==> config.mk <==
export PLATFORM = sky130hd
export DESIGN_NAME = rr_result_load_arbiter
export DESIGN_NICKNAME = d
export VERILOG_FILES = /design/src/rtl/rr_result_load_arbiter.sv
export SDC_FILE = /design/constraint.sdc
export NUM_CORES = 1
export LEC_CHECK = 0
export CAP_MARGIN = 20
export CORE_ASPECT_RATIO = 0.9
export CORE_MARGIN = 10
export CORE_UTILIZATION = 37
export DETAILED_ROUTE_END_ITERATION = 10
export PLACE_DENSITY_LB_ADDON = 0.25
export SYNTH_ARGS = -nofsm -noshare
export SYNTH_HDL_FRONTEND = slang
export SYNTH_SLANG_ARGS = --single-unit
==> constraint.sdc <==
create_clock -name clk -period 2.25 [get_ports clk]
set_clock_uncertainty 0.1 [all_clocks]
set_input_delay 0.225 -clock clk [delete_from_list [all_inputs] [get_ports clk]]
set_output_delay 0.225 -clock clk [all_outputs]
set_load 0.05 [all_outputs]
==> src/rtl/rr_result_load_arbiter.sv <==
// rtl/rr_result_load_arbiter.sv - round-robin arbiter sharing one load-enabled result register
// Optional build macro RR_ARB_FLUSH_EN adds a synchronous active-high flush input.
module rr_result_load_arbiter #(
  parameter int NUM_REQ     = 4,
  parameter int DATA_W      = 8,
  parameter int HOLD_CYCLES = 2,
  localparam int PTR_W      = (NUM_REQ > 1) ? $clog2(NUM_REQ) : 1
) (
  input  logic                      clk,
  input  logic                      rst_n,
`ifdef RR_ARB_FLUSH_EN
  input  logic                      flush,
`endif
  input  logic [NUM_REQ-1:0]        req,
  input  logic [NUM_REQ*DATA_W-1:0] req_data,
  output logic [NUM_REQ-1:0]        gnt,
  output logic                      mode,
  output logic [DATA_W-1:0]         extra_sum,
  output logic [DATA_W-1:0]         extra_result,
  output logic [PTR_W-1:0]          result_owner,
  output logic                      result_valid,
  output logic                      busy
);

  // Counter only ever holds HOLD_CYCLES-1 down to 0.
  localparam int CNT_W = (HOLD_CYCLES > 1) ? $clog2(HOLD_CYCLES) : 1;
  localparam logic [CNT_W-1:0] HOLD_INIT = (HOLD_CYCLES > 0) ? CNT_W'(HOLD_CYCLES - 1) : '0;
  localparam logic [PTR_W:0] NUM_REQ_W = (PTR_W + 1)'(NUM_REQ);

  typedef enum logic {IDLE, HOLD} state_t;

  state_t              state_q, state_d;
  logic [PTR_W-1:0]    ptr_q, ptr_d;
  logic [CNT_W-1:0]    cnt_q, cnt_d;
  logic [DATA_W-1:0]   result_q, result_d;
  logic [PTR_W-1:0]    owner_q, owner_d;
  logic                valid_q, valid_d;

  logic                flush_w;
  logic                win_found;
  logic [PTR_W-1:0]    win_idx;
  logic [PTR_W:0]      cand;
  logic [PTR_W:0]      ptr_inc;
  logic [PTR_W-1:0]    ptr_next;
  logic                grant_en;

`ifdef RR_ARB_FLUSH_EN
  assign flush_w = flush;
`else
  assign flush_w = 1'b0;
`endif

  // Find the first pending request scanning upward from the pointer, wrapping around.
  always_comb begin
    win_found = 1'b0;
    win_idx   = '0;
    cand      = '0;
    for (int off = 0; off < NUM_REQ; off++) begin
      cand = {1'b0, ptr_q} + (PTR_W + 1)'(off);
      if (cand >= NUM_REQ_W) begin
        cand = cand - NUM_REQ_W;
      end
      if (!win_found && req[cand[PTR_W-1:0]]) begin
        win_found = 1'b1;
        win_idx   = cand[PTR_W-1:0];
      end
    end
  end

  // Pointer moves to the requester just after the winner, modulo NUM_REQ.
  always_comb begin
    ptr_inc = {1'b0, win_idx} + 1'b1;
    if (ptr_inc == NUM_REQ_W) begin
      ptr_inc = '0;
    end
    ptr_next = ptr_inc[PTR_W-1:0];
  end

  // A grant only happens in IDLE, out of reset, with no flush pending.
  assign grant_en = rst_n && (state_q == IDLE) && win_found && !flush_w;

  // One-hot grant and the winner's data presented to the result register.
  always_comb begin
    gnt       = '0;
    extra_sum = '0;
    if (grant_en) begin
      gnt[win_idx] = 1'b1;
      extra_sum    = req_data[win_idx*DATA_W +: DATA_W];
    end
  end

  assign mode         = grant_en;
  assign busy         = (state_q == HOLD);
  assign extra_result = result_q;
  assign result_owner = owner_q;
  assign result_valid = valid_q;

  // Next-state logic: load on grant, then count down the hold window.
  always_comb begin
    state_d  = state_q;
    ptr_d    = ptr_q;
    cnt_d    = cnt_q;
    result_d = result_q;
    owner_d  = owner_q;
    valid_d  = valid_q;
    if (flush_w) begin
      state_d  = IDLE;
      ptr_d    = '0;
      cnt_d    = '0;
      result_d = '0;
      owner_d  = '0;
      valid_d  = 1'b0;
    end else begin
      case (state_q)
        IDLE: begin
          if (win_found) begin
            result_d = extra_sum;
            owner_d  = win_idx;
            valid_d  = 1'b1;
            ptr_d    = ptr_next;
            if (HOLD_CYCLES > 0) begin
              state_d = HOLD;
              cnt_d   = HOLD_INIT;
            end
          end
        end
        HOLD: begin
          if (cnt_q == '0) begin
            state_d = IDLE;
          end else begin
            cnt_d = cnt_q - 1'b1;
          end
        end
      endcase
    end
  end

  // State and result registers with asynchronous clear.
  always_ff @(posedge clk or negedge rst_n) begin
    if (!rst_n) begin
      state_q  <= IDLE;
      ptr_q    <= '0;
      cnt_q    <= '0;
      result_q <= '0;
      owner_q  <= '0;
      valid_q  <= 1'b0;
    end else begin
      state_q  <= state_d;
      ptr_q    <= ptr_d;
      cnt_q    <= cnt_d;
      result_q <= result_d;
      owner_q  <= owner_d;
      valid_q  <= valid_d;
    end
  end

endmodule

==> reports/results.tsv, run 1 <==
stage	metric	value	unit
cts	Root Buffer	clkbuf_4	
setup_path	Crit path arrival time	2.04	ns
setup_path	flop2flop setup slack	0.28	ns
run_status	status	finished, violations left	
synth	Mapped Cells	120	
placed_design	dpl cells	237	
routing	drt drc	0	
cts	clock latency on the worst-skew pair	0.30	ns
layout	area grow syn2layout	112.2	%
setup_path	Setup crit end	extra_sum[6]	
setup_path	Critical-path top delay cell	dfrtp_2	
synth	Post-synth EDFFs	0	
die	I/O pin count	63	
layout	share of layout cells above drive strength 1	39.61	%
setup_path	CP most frequent cell	buf_12	
die	Core ar.	2770	um2
setup_path	Setup Crit Path Kind	flip-flop to output port	
run	max-cap violation count	0	
setup_path	Max FO, Critical Path	7	
die	Die Height	71.16	um
setup_path	Critical R2R Launch	ptr_q[0]	
synth	Ys Warns	0	
synth	asr flop ratio synth	100.0	%
timing	Least-Margin Pin Slew	0.5217	ns
power_and_ir_drop	Reg power frac	17.1	%
grt	total global-route track usage	18.02	%
power_and_ir_drop	Sw Share	49.62	%
synth	area share of the largest cell type after synthesis	34.88	%
grt	antenna violations before repair	0	
cts	Max Buffers Root-to-Sink	2	
die	Rows	18	
timing	Tmin final	2.361	ns
timing	fin worst setup slack	-0.1115	ns
setup_path	CP peak stage delay	0.48	ns
setup_path	CP Cell Sequence	nor4_4, buf_4, nor2_4, buf_12, mux2i_4, o21ai_2, buf_12	
timing	Slew Viols, Final	0	
power_and_ir_drop	leak pwr	0.9459	nW
routing	vias post-DR	1330	
timing	fin crit share	105.0	%
cts	CTS sink cnt	15	
synth	Mean Syn Cell Area	8.967	um2
routing	drt wl/cell	19.74	um
synth	post-synthesis cell type count	35	
power_and_ir_drop	clock share of power	6.0	%
synth	count leader, synth	dfrtp_1	
placed_design	area post-placement	2008	um2
die	DIE AREA	5468	um2
cts	Clk pin slew, worst setup/hold paths	0.11	ns
die	Die X	76.85	um
setup_path	crit path from	ptr_q[1]	
layout	fin cells	247	
power_and_ir_drop	Psw	0.001430	W
routing	Pre-antenna DRT Iters	4	
grt	grt ovf	0	
grt	vias in the first global route	1550	
synth	Synth Net Count	159	
setup_path	critical path capture point type	output port	
setup_path	WP data required	1.92	ns
timing	RSZ-0062 raised after global routing	true	
routing	antenna-violating nets left	0	
timing	Max Freq	423.5	MHz
synth	list of most frequent post-synthesis cells	dfrtp_1 (15), nand2_1 (14), o21ai_0 (11)	
power_and_ir_drop	Combinational Power Share	76.8	%
layout	nets@finish	247	
placed_design	GP Congestion	0.7720	
grt	pin count of the biggest net entering global routing	16	
synth	Primary FF master, synth	dfrtp_1	
routing	vias per inst	5.385	
cts	H-tree Lvls	1	
grt	first-pass GRT wire length	7997	um
routing	DR iter-0 viols	48	
timing	relative slew slack	65.11	%
timing	setup violators final	11	
routing	DRT Wirelength	4875	um
power_and_ir_drop	Int Pwr	0.001451	W
synth	synthesized area	1076	um2
power_and_ir_drop	Max VDD drop	0.8770	mV
hold_path	Worst Hold Class	primary input to async pin	
layout	ANT cells	0	
cts	CTS buffer count	3	
synth	top cell type by total area after synthesis	dfrtp_1	
cts	CTS tree	built	
run_status	failing checks	negative setup slack	
setup_path	R2R depth	8	
layout	fin area	2283	um2
power_and_ir_drop	Power Dens Cells	1262	nW/um2
synth	sequential area share after synthesis	34.88	%
placed_design	dpl hpwl	3557	um
synth	Area contributors post-synth	dfrtp_1 (35%), mux2i_1 (7.4%), a211o_1 (6.5%)	
synth	Synth Register Bits	15	
die	Starting Density	38.84	%
setup_path	Worst R2R End	extra_result[3]	
placed_design	input/output buffers	62	
timing	Final Hold Fails	0	
setup_path	CP startpoint kind	flip-flop	
## how the worst min path moves through the flow
stage / start / to / slack [ns]
after floorplan: rst_n / busy / -0.17
after global placement: result_valid / result_valid / 0.35
after detailed placement: result_valid / result_valid / 0.35
after CTS: rst_n / result_valid / 0.29
after global routing: rst_n / cnt_q / 0.29
final: rst_n / busy / 0.29
## logic make-up after synthesis
group,synth area share [%]
multiplexers,8.489
adder cells (fa/ha/maj),1.163
buffers and inverters,6.976
flip-flops,34.88
AO/OA/AOI/OAI,23.02
AND/OR/NAND/NOR,25.47
## sequential cells by signal, indices dropped and copies added, names as in the netlist
signal / cells
ptr_q: 2
cnt_q: 1
busy: 1
result_valid: 1
extra_result: 8
result_owner: 2
## metal layers
layer	vias to the layer above	part of all wire, %	routed length [um]	GRT usage, %
met5	-	0	0	0
met4	0	2.1	104	6.804
met3	14	9.0	440	7.449
met2	56	50	2459	31.90
met1	643	38	1870	18.71
li1	617	-	-	-
## layout make-up
cell class | count | area (um2)
inverters | 5 | 18.77
fillers | 166 | 486.7
multi-input cells | 94 | 823.3
repair buffers | 89 | 984.7
flip-flops and latches | 15 | 376.6
clock buffers | 3 | 22.52
well taps | 40 | 50.05
clock inverters | 1 | 7.507
## what timing repair did
item                                    4_1_cts  5_1_grt
buffers inserted                              5        0
gates resized for setup                      44        1
cloned                                        1        0
pin swaps                                    14        0
hold buffers                                  0        0
endpoints found under the setup margin       12       12
## cells in the final DEF (no fill, tap or decap), drive strengths merged, types with 2 or more instances in the layout
cell,n
clkdlybuf4s50,45
a211o,8
inv,5
and2,2
nand2b,3
nand2,16
clkbuf,3
nor3,3
or4,2
nor2b,2
nor2,6
or3,2
mux2i,8
o21ai,18
dlygate4sd2,4
nand3,8
o211ai,8
dfrtp,15
buf,40
## critical path: cells and delay by family, from the launching register on
family	cells	cell delay [ns]
AND/OR/NAND/NOR	2	0.39
multiplexers	1	0.19
flip-flops	1	0.48
buffers and inverters	3	0.48
AO/OA/AOI/OAI	1	0.19
## power groups by stage
stage | Combinational [W] | Clock [W] | Sequential, W
after floorplan | 0.000778 | 0 | 0.000813
after global placement | 0.00186 | 0 | 0.000478
after detailed placement | 0.00190 | 0 | 0.000487
after CTS | 0.00219 | 0.000175 | 0.000490
after global routing | 0.00233 | 0.000189 | 0.000510
final | 0.00221 | 0.000173 | 0.000494
## metrics by stage
stage          worst slack, ns  setup TNS [ns]  power [W]  hold WS, ns  utilization [%]
2_1_floorplan          -0.2637          -2.289   0.001590      -0.1706                -
3_3_place_gp           -0.1720          -1.632   0.002334       0.3528            72.49
3_5_place_dp           -0.2683          -2.481   0.002382       0.3513            72.49
4_1_cts               -0.07417         -0.5518   0.002850       0.2866            82.11
5_1_grt                -0.2024          -1.925   0.003026       0.2890            82.43
6_report               -0.1115         -0.8685   0.002881       0.2874            82.43
Power figures use the tool's default switching activity.
==> run 2, diff against run 1 <==
--- a/config.mk
+++ b/config.mk
@@ -7,9 +7,9 @@
 export LEC_CHECK = 0
 export CAP_MARGIN = 20
 export CORE_ASPECT_RATIO = 0.9
-export CORE_MARGIN = 10
 export CORE_UTILIZATION = 37
 export DETAILED_ROUTE_END_ITERATION = 10
+export MAX_ROUTING_LAYER = met4
 export PLACE_DENSITY_LB_ADDON = 0.25
 export SYNTH_ARGS = -nofsm -noshare
 export SYNTH_HDL_FRONTEND = slang
==> run 2 against run 1 <==
Effect of this change:
- the run still ends with negative setup slack left
- register-to-register slack got worse by 0.04 ns
- highest routed layer unchanged
- largest power group unchanged
- core utilization rose by 5.8 points
- power rose by 6.9%
- non-clock buffer count rose by 14
- clock power fell by 3%
==> reports/results.tsv, run 2 (synthesized netlist as in run 1, its figures left out) <==
stage	metric	value	unit
run_status	status	finished, violations left	
run_status	failing checks	negative setup slack	
cts	CTS buffer count	3	
placed_design	area post-placement	2051	um2
timing	Final TNS setup	-1.155	ns
placed_design	input/output buffers	62	
routing	drt wl/cell	20.27	um
run	max-cap violation count	0	
setup_path	Top delay family on crit path	compound AO/OA/AOI/OAI gates	
timing	relative slew slack	65.55	%
cts	Max Buffers Root-to-Sink	2	
layout	share of layout cells above drive strength 1	44.80	%
layout	area grow syn2layout	125.2	%
hold_path	Worst Hold Class	primary input to async pin	
layout	commonest cells after routing, fill and taps aside	clkdlybuf4s50_1 (45), buf_4 (31), buf_12 (16), nand2_1 (14), dfrtp_1 (14)	
routing	Pre-antenna DRT Iters	4	
cts	H-tree Lvls	1	
timing	Slew Viols, Final	0	
routing	DR iter-0 viols	102	
setup_path	crit path from	ptr_q[1]	
layout	ANT cells	0	
grt	pin count of the biggest net entering global routing	16	
routing	DRT Wirelength	5290	um
routing	vias per inst	5.533	
power_and_ir_drop	leak pwr	1.034	nW
routing	drt drc	0	
die	Rows	18	
cts	Root Buffer	clkbuf_4	
cts	hold-fix buffer count after cts	0	
timing	fin worst setup slack	-0.1622	ns
setup_path	Critical-path top delay cell	dfrtp_2	
timing	Max Freq	414.6	MHz
cts	clock latency on the worst-skew pair	0.31	ns
setup_path	critical path capture point type	output port	
die	Core ar.	2748	um2
setup_path	CP startpoint kind	flip-flop	
layout	fin cells	261	
setup_path	CP peak stage delay	0.49	ns
placed_design	dpl cells	241	
die	Die X	58.85	um
setup_path	Max FO, Critical Path	7	
setup_path	worst path bufs/invs	1	
power_and_ir_drop	Max VDD drop	0.8124	mV
timing	RSZ-0062 raised after global routing	true	
timing	Final Hold Fails	0	
die	I/O pin count	63	
setup_path	WP data required	1.92	ns
timing	setup violators final	12	
layout	commonest non-fill, non-tap cell in the layout	clkdlybuf4s50_1	
layout	fin area	2424	um2
timing	Least-Margin Pin Slew	0.5152	ns
grt	antenna violations before repair	0	
grt	total global-route track usage	32.63	%
grt	grt ovf	0	
timing	Tmin final	2.412	ns
layout	nets@finish	261	
timing	worst hold margin	0.2636	ns
setup_path	CP Cell Sequence	a21oi_1, nor3_2, or3_4, a211o_1, o21ai_2, buf_12	
cts	CTS tree	built	
cts	CTS sink cnt	15	
die	Die Height	53.16	um
grt	vias in the first global route	1436	
placed_design	pre-CTS setup slack	-0.2394	ns
layout	Largest register FFs	8	
placed_design	dpl hpwl	2834	um
placed_design	GP Congestion	0.8312	
setup_path	Crit path arrival time	2.09	ns
die	Starting Density	39.16	%
timing	fin crit share	107.2	%
setup_path	Critical R2R Launch	ptr_q[1]	
power_and_ir_drop	Power Dens Cells	1270	nW/um2
routing	antenna-violating nets left	0	
grt	first-pass GRT wire length	6906	um
cts	Clk pin slew, worst setup/hold paths	0.12	ns
die	DIE AREA	3128	um2
setup_path	Setup Crit Path Kind	flip-flop to output port	
routing	vias post-DR	1444	
-- run 2: cell count changes in the layout (fill, tap and decap cells not counted), sizes merged --
cell           before  now
dlygate4sd2         4    3
clkdlybuf4s15       0    1
clkinvlp            1    0
clkbuf              3    4
buf                40   54
-- run 2: power by group --
part           switching [W]  internal, W  leakage, nW
combinational        0.00132      0.00109        0.836
sequential          0.000106     0.000396        0.184
clock              0.0000990    0.0000691       0.0150
total                0.00153      0.00155         1.03
-- run 2: repair_timing --
item                                    in CTS  in global routing
setup buffers                                5                  9
gates cloned                                 2                  0
endpoints found under the setup margin      12                 12
resized for setup                           49                 10
pin swaps                                   14                  8
-- run 2: per-layer routing --
layer / routed length, um / track usage [%]
met5: 0 / -
met4: 177 / 22.22
met3: 455 / 6.601
met2: 2643 / 53.03
met1: 2014 / 36.43
-- run 2: final cells by class --
class | instances | area, um2
fill | 121 | 324.1
timing repair buffer | 103 | 1135
tap | 40 | 50.05
inverter | 5 | 21.27
clock buffer | 4 | 26.28
multi-input combinational | 94 | 814.5
sequential | 15 | 376.6
-- run 2: path summary, 6_finish.rpt --
| check | to | slack (ns) | cells past startpoint |
|---|---|---|---|
| worst max register to register | extra_result[6] | 0.24 | 7 |
| min in group clk | result_valid | 0.38 | 1 |
| worst max-delay path | extra_sum[5] | -0.16 | 6 |
| worst min-delay path | extra_result[3] | 0.26 | 2 |
| worst min register to register | result_valid | 0.38 | 1 |
| max in group asynchronous | extra_result[5] | 1.58 | 2 |
-- run 2: stage by stage --
step	util (%)	total power, W
floorplan	-	0.001590
global placement	74.64	0.002364
detailed placement	74.64	0.002410
CTS	84.15	0.002848
global route	88.21	0.003196
finish	88.21	0.003078
